**src/rtl/matrix_scan_ctrl_if.sv**
```systemverilog
// Framebuffer read port between the scan controller (master) and the pixel RAM (slave).
// The controller presents a row/column/plane address with rd_en and waits for valid.
interface matrix_scan_ctrl_if #(
  parameter int ROWS   = 16,
  parameter int COLS   = 64,
  parameter int PLANES = 4
);
  localparam int RW = (ROWS   > 1) ? $clog2(ROWS)   : 1;
  localparam int CW = (COLS   > 1) ? $clog2(COLS)   : 1;
  localparam int PW = (PLANES > 1) ? $clog2(PLANES) : 1;

  logic          rd_en;
  logic [RW-1:0] row;
  logic [CW-1:0] col;
  logic [PW-1:0] plane;
  logic          valid;
  logic [5:0]    rgb;    // {r1,r0,g1,g0,b1,b0}; index 1 = lower half-panel

  modport master (output rd_en, row, col, plane, input  valid, rgb);
  modport slave  (input  rd_en, row, col, plane, output valid, rgb);
endinterface

```
**src/rtl/matrix_scan_ctrl.sv**
```systemverilog
// Scan sequencer for a HUB75-style RGB LED matrix with binary-coded-modulation planes.
// Per plane: fetch and shift COLS pixel pairs, latch the row, hold OE for BASE_OE<<plane
// cycles, blank for BLANK cycles, then advance plane/row. Every output is a register.
module matrix_scan_ctrl #(
  parameter int COLS    = 64,
  parameter int ROWS    = 16,
  parameter int PLANES  = 4,
  parameter int BASE_OE = 8,
  parameter int BLANK   = 2,
  localparam int RW = (ROWS   > 1) ? $clog2(ROWS)   : 1,
  localparam int CW = (COLS   > 1) ? $clog2(COLS)   : 1,
  localparam int PW = (PLANES > 1) ? $clog2(PLANES) : 1
) (
  input  logic                      clk,
  input  logic                      rst,
  input  logic                      i_enable,
  matrix_scan_ctrl_if.master        fb,
  output logic [1:0]                o_mat_r,
  output logic [1:0]                o_mat_g,
  output logic [1:0]                o_mat_b,
  output logic                      o_mat_clk,
  output logic                      o_mat_lat,
  output logic                      o_mat_oe,
  output logic [RW-1:0]             o_mat_row,
  output logic                      o_frame_done,
  output logic                      o_busy
);

  // Display counter must reach the longest on-time (last plane) and the blank period.
  localparam int MAX_ON  = BASE_OE << (PLANES - 1);
  localparam int CNT_MAX = (MAX_ON > BLANK) ? MAX_ON : BLANK;
  localparam int CNT_W   = (CNT_MAX > 1) ? $clog2(CNT_MAX) : 1;

  localparam logic [CW-1:0] COL_LAST   = CW'(COLS - 1);
  localparam logic [RW-1:0] ROW_LAST   = RW'(ROWS - 1);
  localparam logic [PW-1:0] PLANE_LAST = PW'(PLANES - 1);

  typedef enum logic [2:0] {
    S_IDLE,
    S_FETCH,
    S_SHIFT_LO,
    S_SHIFT_HI,
    S_LATCH,
    S_DISPLAY,
    S_BLANK
  } state_t;

  state_t           r_state;
  logic [RW-1:0]    r_row;
  logic [CW-1:0]    r_col;
  logic [PW-1:0]    r_plane;
  logic [CNT_W-1:0] r_cnt;
  logic             r_rd_en;
  logic [1:0]       r_mat_r;
  logic [1:0]       r_mat_g;
  logic [1:0]       r_mat_b;
  logic             r_mat_clk;
  logic             r_mat_lat;
  logic             r_mat_oe;
  logic [RW-1:0]    r_mat_row;
  logic             r_frame_done;
  logic             r_busy;

  // Scan FSM: sequences fetch/shift/latch/display/blank and owns every output register.
  always_ff @(posedge clk) begin
    if (rst) begin
      r_state      <= S_IDLE;
      r_row        <= '0;
      r_col        <= '0;
      r_plane      <= '0;
      r_cnt        <= '0;
      r_rd_en      <= 1'b0;
      r_mat_r      <= '0;
      r_mat_g      <= '0;
      r_mat_b      <= '0;
      r_mat_clk    <= 1'b0;
      r_mat_lat    <= 1'b0;
      r_mat_oe     <= 1'b1;
      r_mat_row    <= '0;
      r_frame_done <= 1'b0;
      r_busy       <= 1'b0;
    end else begin
      // NOTE: non-blocking assignments make every branch below see the pre-edge values,
      // so the default pulse-clear here is safely overridden by a later assignment.
      r_frame_done <= 1'b0;
      unique case (r_state)
        S_IDLE: begin
          if (i_enable) begin
            r_col   <= '0;
            r_rd_en <= 1'b1;
            r_busy  <= 1'b1;
            r_state <= S_FETCH;
          end
        end
        S_FETCH: begin
          // Address stays parked until the RAM answers; the shift clock stays low meanwhile.
          if (fb.valid) begin
            {r_mat_r, r_mat_g, r_mat_b} <= fb.rgb;
            r_rd_en <= 1'b0;
            r_state <= S_SHIFT_LO;
          end
        end
        S_SHIFT_LO: begin
          r_mat_clk <= 1'b1;
          r_state   <= S_SHIFT_HI;
        end
        S_SHIFT_HI: begin
          r_mat_clk <= 1'b0;
          if (r_col == COL_LAST) begin
            r_col     <= '0;
            r_mat_lat <= 1'b1;
            r_mat_row <= r_row;   // row address only moves while OE is inactive
            r_state   <= S_LATCH;
          end else begin
            r_col   <= r_col + 1'b1;
            r_rd_en <= 1'b1;
            r_state <= S_FETCH;
          end
        end
        S_LATCH: begin
          r_mat_lat <= 1'b0;
          r_mat_oe  <= 1'b0;
          r_cnt     <= CNT_W'((BASE_OE << r_plane) - 1);
          r_state   <= S_DISPLAY;
        end
        S_DISPLAY: begin
          if (r_cnt == '0) begin
            r_mat_oe <= 1'b1;
            r_cnt    <= CNT_W'(BLANK - 1);
            r_state  <= S_BLANK;
          end else begin
            r_cnt <= r_cnt - 1'b1;
          end
        end
        S_BLANK: begin
          if (r_cnt == '0) begin
            if (r_plane == PLANE_LAST) begin
              r_plane <= '0;
              if (r_row == ROW_LAST) begin
                r_row        <= '0;
                r_frame_done <= 1'b1;
              end else begin
                r_row <= r_row + 1'b1;
              end
            end else begin
              r_plane <= r_plane + 1'b1;
            end
            // enable is only honoured at plane boundaries so a plane is never cut short.
            if (i_enable) begin
              r_rd_en <= 1'b1;
              r_state <= S_FETCH;
            end else begin
              r_busy  <= 1'b0;
              r_state <= S_IDLE;
            end
          end else begin
            r_cnt <= r_cnt - 1'b1;
          end
        end
        default: r_state <= S_IDLE;
      endcase
    end
  end

  assign fb.rd_en     = r_rd_en;
  assign fb.row       = r_row;
  assign fb.col       = r_col;
  assign fb.plane     = r_plane;
  assign o_mat_r      = r_mat_r;
  assign o_mat_g      = r_mat_g;
  assign o_mat_b      = r_mat_b;
  assign o_mat_clk    = r_mat_clk;
  assign o_mat_lat    = r_mat_lat;
  assign o_mat_oe     = r_mat_oe;
  assign o_mat_row    = r_mat_row;
  assign o_frame_done = r_frame_done;
  assign o_busy       = r_busy;

endmodule

```
**src/flat_wrapper.sv**
```systemverilog
// flat-port wrapper written by rule: the top's interface ports become plain ports
module matrix_scan_ctrl_flat 
#(
  parameter int COLS    = 64,
  parameter int ROWS    = 16,
  parameter int PLANES  = 4,
  parameter int BASE_OE = 8,
  parameter int BLANK   = 2,
  localparam int RW = (ROWS   > 1) ? $clog2(ROWS)   : 1,
  localparam int CW = (COLS   > 1) ? $clog2(COLS)   : 1,
  localparam int PW = (PLANES > 1) ? $clog2(PLANES) : 1
)
  (clk, rst, i_enable, o_mat_r, o_mat_g, o_mat_b, o_mat_clk, o_mat_lat, o_mat_oe, o_mat_row, o_frame_done, o_busy, fb_rd_en, fb_row, fb_col, fb_plane, fb_valid, fb_rgb);
  matrix_scan_ctrl_if #(.ROWS(ROWS), .COLS(COLS), .PLANES(PLANES)) fb_i ();
  input  logic clk;
  input  logic rst;
  input  logic i_enable;
  output logic [1:0] o_mat_r;
  output logic [1:0] o_mat_g;
  output logic [1:0] o_mat_b;
  output logic o_mat_clk;
  output logic o_mat_lat;
  output logic o_mat_oe;
  output logic [RW-1:0] o_mat_row;
  output logic o_frame_done;
  output logic o_busy;
  output wire logic [$bits(fb_i.rd_en)-1:0] fb_rd_en;
  output wire logic [$bits(fb_i.row)-1:0] fb_row;
  output wire logic [$bits(fb_i.col)-1:0] fb_col;
  output wire logic [$bits(fb_i.plane)-1:0] fb_plane;
  input wire logic [$bits(fb_i.valid)-1:0] fb_valid;
  input wire logic [$bits(fb_i.rgb)-1:0] fb_rgb;
  assign fb_rd_en = fb_i.rd_en;
  assign fb_row = fb_i.row;
  assign fb_col = fb_i.col;
  assign fb_plane = fb_i.plane;
  assign fb_i.valid = fb_valid;
  assign fb_i.rgb = fb_rgb;
  matrix_scan_ctrl #(.COLS(COLS), .ROWS(ROWS), .PLANES(PLANES), .BASE_OE(BASE_OE), .BLANK(BLANK)) u_core (.clk(clk), .rst(rst), .i_enable(i_enable), .fb(fb_i), .o_mat_r(o_mat_r), .o_mat_g(o_mat_g), .o_mat_b(o_mat_b), .o_mat_clk(o_mat_clk), .o_mat_lat(o_mat_lat), .o_mat_oe(o_mat_oe), .o_mat_row(o_mat_row), .o_frame_done(o_frame_done), .o_busy(o_busy));
endmodule
```
**config.mk**
```make
export PLATFORM = sky130hd
export DESIGN_NAME = matrix_scan_ctrl_flat
export DESIGN_NICKNAME = d
export VERILOG_FILES = /design/src/rtl/matrix_scan_ctrl_if.sv /design/src/rtl/matrix_scan_ctrl.sv /design/src/flat_wrapper.sv
export SDC_FILE = /design/constraint.sdc
export NUM_CORES = 1
export LEC_CHECK = 0
export BUFFER_PORTS_ARGS = -buffer_cell sky130_fd_sc_hd__buf_2
export CORE_MARGIN = 4
export CORE_UTILIZATION = 40
export CTS_BUF_LIST = sky130_fd_sc_hd__clkbuf_8
export CTS_CLUSTER_SIZE = 14
export DETAILED_ROUTE_END_ITERATION = 8
export HOLD_SLACK_MARGIN = 0.03
export RECOVER_POWER = 25
export SYNTH_ARGS = -nofsm -noshare
export SYNTH_HDL_FRONTEND = slang
export SYNTH_SLANG_ARGS = --single-unit
```
**constraint.sdc**
```tcl
create_clock -name clk -period 2.5 [get_ports clk]
set_clock_uncertainty 0.15 [all_clocks]
set_input_delay 0.125 -clock clk [delete_from_list [all_inputs] [get_ports clk]]
set_output_delay 0.125 -clock clk [all_outputs]
set_load 0.02 [all_outputs]
```
Word level (Yosys, flattened, before mapping)
Cells that the tools add are included.
{"block": "classes", "n_addsub": 5, "multipliers": 0, "div_mod_pow": 0, "order_cmp": 0, "n_eq_ne": 17, "shifts": 1, "n_mux": 30, "bitwise_logic": 3, "reduce_logical": 21}
{"cell": "two-way mux 6 bit", "n": 4}
{"cell": "one-hot mux 3 bit (7 select lines)", "n": 1}
{"cell": "one-hot mux 6 bit (3 select lines)", "n": 1}
{"cell": "two-way mux 3 bit", "n": 5}
{"cell": "AND reduction 2 bit", "n": 7}
{"cell": "one-hot mux 6 bit (2 select lines)", "n": 1}
{"cell": "AND reduction 4 bit", "n": 3}
{"cell": "two-way mux 1 bit", "n": 11}
{"cell": "!= test 2 bit (second input constant)", "n": 5}
{"cell": "nonzero test 2 bit", "n": 5}
{"cell": "== test 3 bit (second input constant)", "n": 3}
{"cell": "one-hot mux 1 bit (2 select lines)", "n": 4}
{"cell": "adder 6 x 1 -> 6 bit (second input constant)", "n": 1}
{"cell": "== test 3 x 2 -> 1 bit (second input constant)", "n": 2}
{"cell": "== test 6 bit (second input constant)", "n": 1}
{"cell": "logical NOT 6 bit", "n": 1}
{"cell": "!= test 2 x 1 -> 1 bit (second input constant)", "n": 3}
{"cell": "left shift 4 x 2 -> 6 bit (first input constant)", "n": 1}
{"cell": "subtractor 6 x 1 -> 6 bit (second input constant)", "n": 1}
{"cell": "subtractor 6 x 2 -> 6 bit (second input constant)", "n": 1}
{"cell": "adder 4 x 1 -> 4 bit (second input constant)", "n": 1}
{"cell": "== test 4 bit (second input constant)", "n": 1}
{"cell": "two-way mux 4 bit", "n": 1}
{"cell": "one-hot mux 1 bit (4 select lines)", "n": 1}
{"cell": "other kinds (10)", "n": 12}
{"block": "totals", "regBits": 37, "latch_bits": 0, "ramBits": 0, "rom_bits": 0, "in_bits": 10, "out_inout_bits": 28, "wordCells": 92, "mem_count": 0}

Depth between registers and ports, before layout
{"block": "logic_depth", "ltp_word": 3, "mapped_depth": 6, "mapped_depth_nobuf": 6}

Least setup slack after synthesis
No wires, ideal clock.
{"block": "synth_path", "kind": "reg2reg", "startpoint": "reg u_core.r_cnt[0]", "endpoint": "reg u_core.r_row[3], in the netlist u_core.fb.row[3]", "setup_ps": 71, "t_arrival_ps": 1660, "required_time_ps": 2279, "slack_ps": 619, "stages_incl_launch_ff": 7, "path_buffers": 0, "synth_period_minus_slack_ps": 1881, "path_cell_list": "dfxtp_1 inv_1 ha_1 nor4b_4 nand4_1 or3_1 a21oi_1"}
{"block": "synth_via", "elab_chain_len": 2}
{"item": "start: declaration", "line": "matrix_scan_ctrl.sv:52", "rtl": "logic [CNT_W-1:0] r_cnt;"}
{"item": "start signal: assignment", "line": "matrix_scan_ctrl.sv:123", "rtl": "r_cnt <= CNT_W'((BASE_OE << r_plane) - 1);"}
{"item": "start signal: assignment", "line": "matrix_scan_ctrl.sv:129", "rtl": "r_cnt <= CNT_W'(BLANK - 1);"}
{"item": "start signal: assignment", "line": "matrix_scan_ctrl.sv:132", "rtl": "r_cnt <= r_cnt - 1'b1;"}
{"item": "logical NOT 6 bit", "line": "matrix_scan_ctrl.sv:136", "rtl": "if (r_cnt == '0) begin"}
{"item": "AND reduction 3 bit (no line)"}
{"item": "end signal: assignment", "line": "matrix_scan_ctrl.sv:143", "rtl": "r_row <= r_row + 1'b1;"}
{"item": "end: declaration", "line": "matrix_scan_ctrl.sv:49", "rtl": "logic [RW-1:0] r_row;"}
No other way between the ends.
A chain may end at the register's enable or synchronous reset.

Worst setup path after layout
Same ends and word-level chain as after synthesis.

==> results.tsv <==
stage	metric	value	unit
logic_synthesis	Synth Cell Area	1976	µm²
sta	max frequency	468.3	MHz
global_route	initial antenna violation count	0	
finish	Ant. Diodes	0	
route	DR WL/cell	13.66	µm
floorplan	die area	6128	µm²
floorplan	cell row count	25	
clock_tree	CTS tree	yes	
clock_tree	hold buffer count at cts	6	
sta	Setup TNS	0	ns
placed_design	Final HPWL DP	3312	µm
finish	final instance area	2390	µm²
finish	# fillers	512	
setup_path	crit path launch type	flop	
sta	unrepaired setup endpoints after global routing	false	
route	max layer used	met4	
global_route	vias in the first global route	1847	
sta	worst rel slew slack	63.90	%
setup_path	crit end category	flop	
finish	nets	294	
run_status	status	completed	
global_route	largest net degree at the start of global routing	34	
setup_path	critical path class	flop to flop	
power	peak supply drop	0.3628	mV
logic_synthesis	fraction of registers with async set or reset after synthesis	0	%
route	Via density	5.371	
setup_path	crit path max fanout	9	
logic_synthesis	number of synthesized flops with an enable pin	0	
finish	final core utilization	50.26	%
clock_tree	CTS Buf Count	5	
logic_synthesis	sequential area share after synthesis	37.49	%
logic_synthesis	#FFs+latches synth	37	
global_route	gr ovfl total	0	
placed_design	Cell Area, Placed	2233	µm²
worst_hold_path	Hold Path Class	input pin to flop	
finish	share of layout cells above drive strength 1	15.83	%
route	metal3 WL	184	µm
route	Routed met1 length	2202	µm
clock_tree	Max Buffers Root-to-Sink	2	
clock_tree	Root Buffer	clkbuf_8	
finish	footprint of the multi-input gates	1152	µm²
power	total power	1.289	mW
route	Post-DRT Antenna Nets	0	
clock_tree	Resized Gates After CTS	0	
route	Post-Route WL	4711	µm
sta	Worst-Margin Slew	0.5392	ns
route	iteration count of the initial detailed-routing pass	4	
logic_synthesis	Ys Warns	0	
flow_run	maxcap violations	0	
sta	Max Slew Vio Count	0	
floorplan	Die Y	78.28	µm
global_route	first-pass GRT wire length	8556	µm
logic_synthesis	syn avg cell area	8.443	µm²
floorplan	core area	4755	µm²
global_route	total track usage	17.05	%
logic_synthesis	ys flop type	dfxtp_1	
floorplan	IO Count	38	
finish	Reg area	740.7	µm²
power	Leak	0.9397	nW
logic_synthesis	Synth Instances	234	
setup_path	Critical Path RT	2.57	ns
floorplan	Die X	78.28	µm
clock_tree	Post-CTS Setup Bufs	0	
power	PwrDens	539.2	nW/µm²
finish	Area Overhead vs Synth	20.96	%
logic_synthesis	synthesized net count	251	
clock_tree	Sink Count	37	
clock_tree	total number of H-tree levels	2	
sta	count of final setup violators	0	
placed_design	Final GP Congestion	0.7786	
route	DR vias	1853	
sta	Tmin final	2.135	ns
clock_tree	Worst-path clk slew	0.07	ns
route	DR iter-0 viols	86	
floorplan	Starting Density	41.55	%
route	# DRC	0	
sta	period utilization	85.41	%
logic_synthesis	post-synthesis cell type count	50	
placed_design	port bufs	37	
route	routed wl met2	2251	µm
sta	Hold Vio Cnt, Final	0	
setup_path	critical path arrival	2.20	ns
clock_tree	clk_lat worst skew	0.28	ns
-- per-layer routing --
layer  vias up  track usage (%)
met3         8            3.326
li1        940                -
met4         0            6.643
met1       861            21.73
met5         -                0
met2        44            28.34
-- report_power, final --
group          leakage, nW  total, mW  internal (mW)  switching, mW
Sequential           0.300      0.616          0.604         0.0123
Combinational        0.578      0.145         0.0559         0.0895
Clock               0.0626      0.527          0.321          0.206
-- cells in the mapped netlist (2+ instances only) --
master     count  area, µm²
and3_1         2      12.51
o31ai_1        5      37.54
or3_1          4      25.02
ha_1           7      87.58
o22ai_1        2      12.51
buf_1          3      11.26
nand2b_1       5      31.28
nor4_1         2      12.51
clkbuf_1       6      22.52
a2111oi_2      2      30.03
nand3_1        8      40.04
a31oi_1        5      31.28
dfxtp_1       37      740.7
or2_2          3      18.77
nor3_1         5      25.02
nand3b_1       5      37.54
nor2b_1        3      18.77
a311o_1        3      30.03
inv_1          9      33.78
mux2i_1       13      130.1
nor2_1        30      112.6
a21oi_1       19      95.09
buf_2          3      15.01
nand2_1       14      52.55
nand4_1        2      12.51
a211oi_1       2      15.01
o21ai_0       12      60.06
-- kinds of logic (layout without fill, tap and decap cells) --
kind of cell               count (synthesis)  in the layout  synth area share (%)
buffers and inverters                     21             65                 4.179
adders and majority gates                  7              7                 4.433
and+or+nand+nor                           93             93                 25.65
xor gates and xnor gates                   2              2                0.8868
AOI/OAI and AO/OA                         60             60                 20.20
DFF                                       37             37                 37.49
muxes                                     14             14                 7.156
-- area by class of cell --
cell class	instances	share of cell area (%)
clock inverter	2	1.414
timing repair buffer	48	10.99
clock buffer	6	3.456
inverter	9	1.414
tap	67	3.508
multi-input combinational	176	48.22
sequential	37	30.99
-- final timing paths --
path                            slack, ns                       endpoint                           from  cells after the start
worst max-delay path                 0.36  u_core.fb.row[3]$_SDFFE_PP0P_   u_core.r_cnt[0]$_SDFFE_PP0P_                      6
worst min-delay path                 0.03   u_core.o_mat_oe$_SDFFE_PP1P_                            rst                      3
worst max register to register       0.36  u_core.fb.row[3]$_SDFFE_PP0P_   u_core.r_cnt[0]$_SDFFE_PP0P_                      6
worst min register to register       0.33  u_core.o_mat_lat$_SDFFE_PP0P_  u_core.o_mat_lat$_SDFFE_PP0P_                      2
-- worst max-delay path, stage by stage (launching register included) --
cell and delay [ns]:
dfxtp_1 0.33, inv_1 0.13, ha_1 0.25, nor4b_4 0.50, nand4_1 0.20, or3_1 0.38, a21oi_1 0.13
-- metrics by stage --
step	instances	hold slack [ns]	setup slack (ns)
2_1_floorplan	234	0.1222	0.6190
3_3_place_gp	331	0.2052	0.4490
3_5_place_dp	331	0.2279	0.3833
4_1_cts	345	0.03348	0.3804
5_1_grt	345	0.06894	0.1841
6_report	345	0.03037	0.3647
-- flip-flops by register name, summed over array words and instances (netlist names), 2 cells and up --
signal	count
u_core.r_cnt	6
u_core.fb.row	4
u_core.o_mat_b	2
u_core.r_state	3
u_core.fb.plane	2
u_core.fb.col	6
u_core.o_mat_r	2
u_core.o_mat_g	2
u_core.o_mat_row	4
-- cell usage in the layout (no fill, tap or decap), types with 2 or more instances in the layout --
cell type	n
a211oi_1	2
a311o_1	3
mux2i_1	13
buf_2	21
a2111oi_2	2
a21oi_1	19
or2_2	3
dfxtp_1	37
nand3_1	8
nor3_1	5
o31ai_1	5
nor2b_1	3
clkbuf_1	16
nand2_1	14
or3_1	4
ha_1	7
nand2b_1	5
and3_1	2
nand3b_1	5
dlygate4sd3_1	6
buf_4	5
nor2_1	30
inv_1	10
o21ai_0	12
o22ai_1	2
nand4_1	2
nor4_1	2
clkbuf_8	6
a31oi_1	5
No activity file was read; power rests on OpenSTA's default activity.
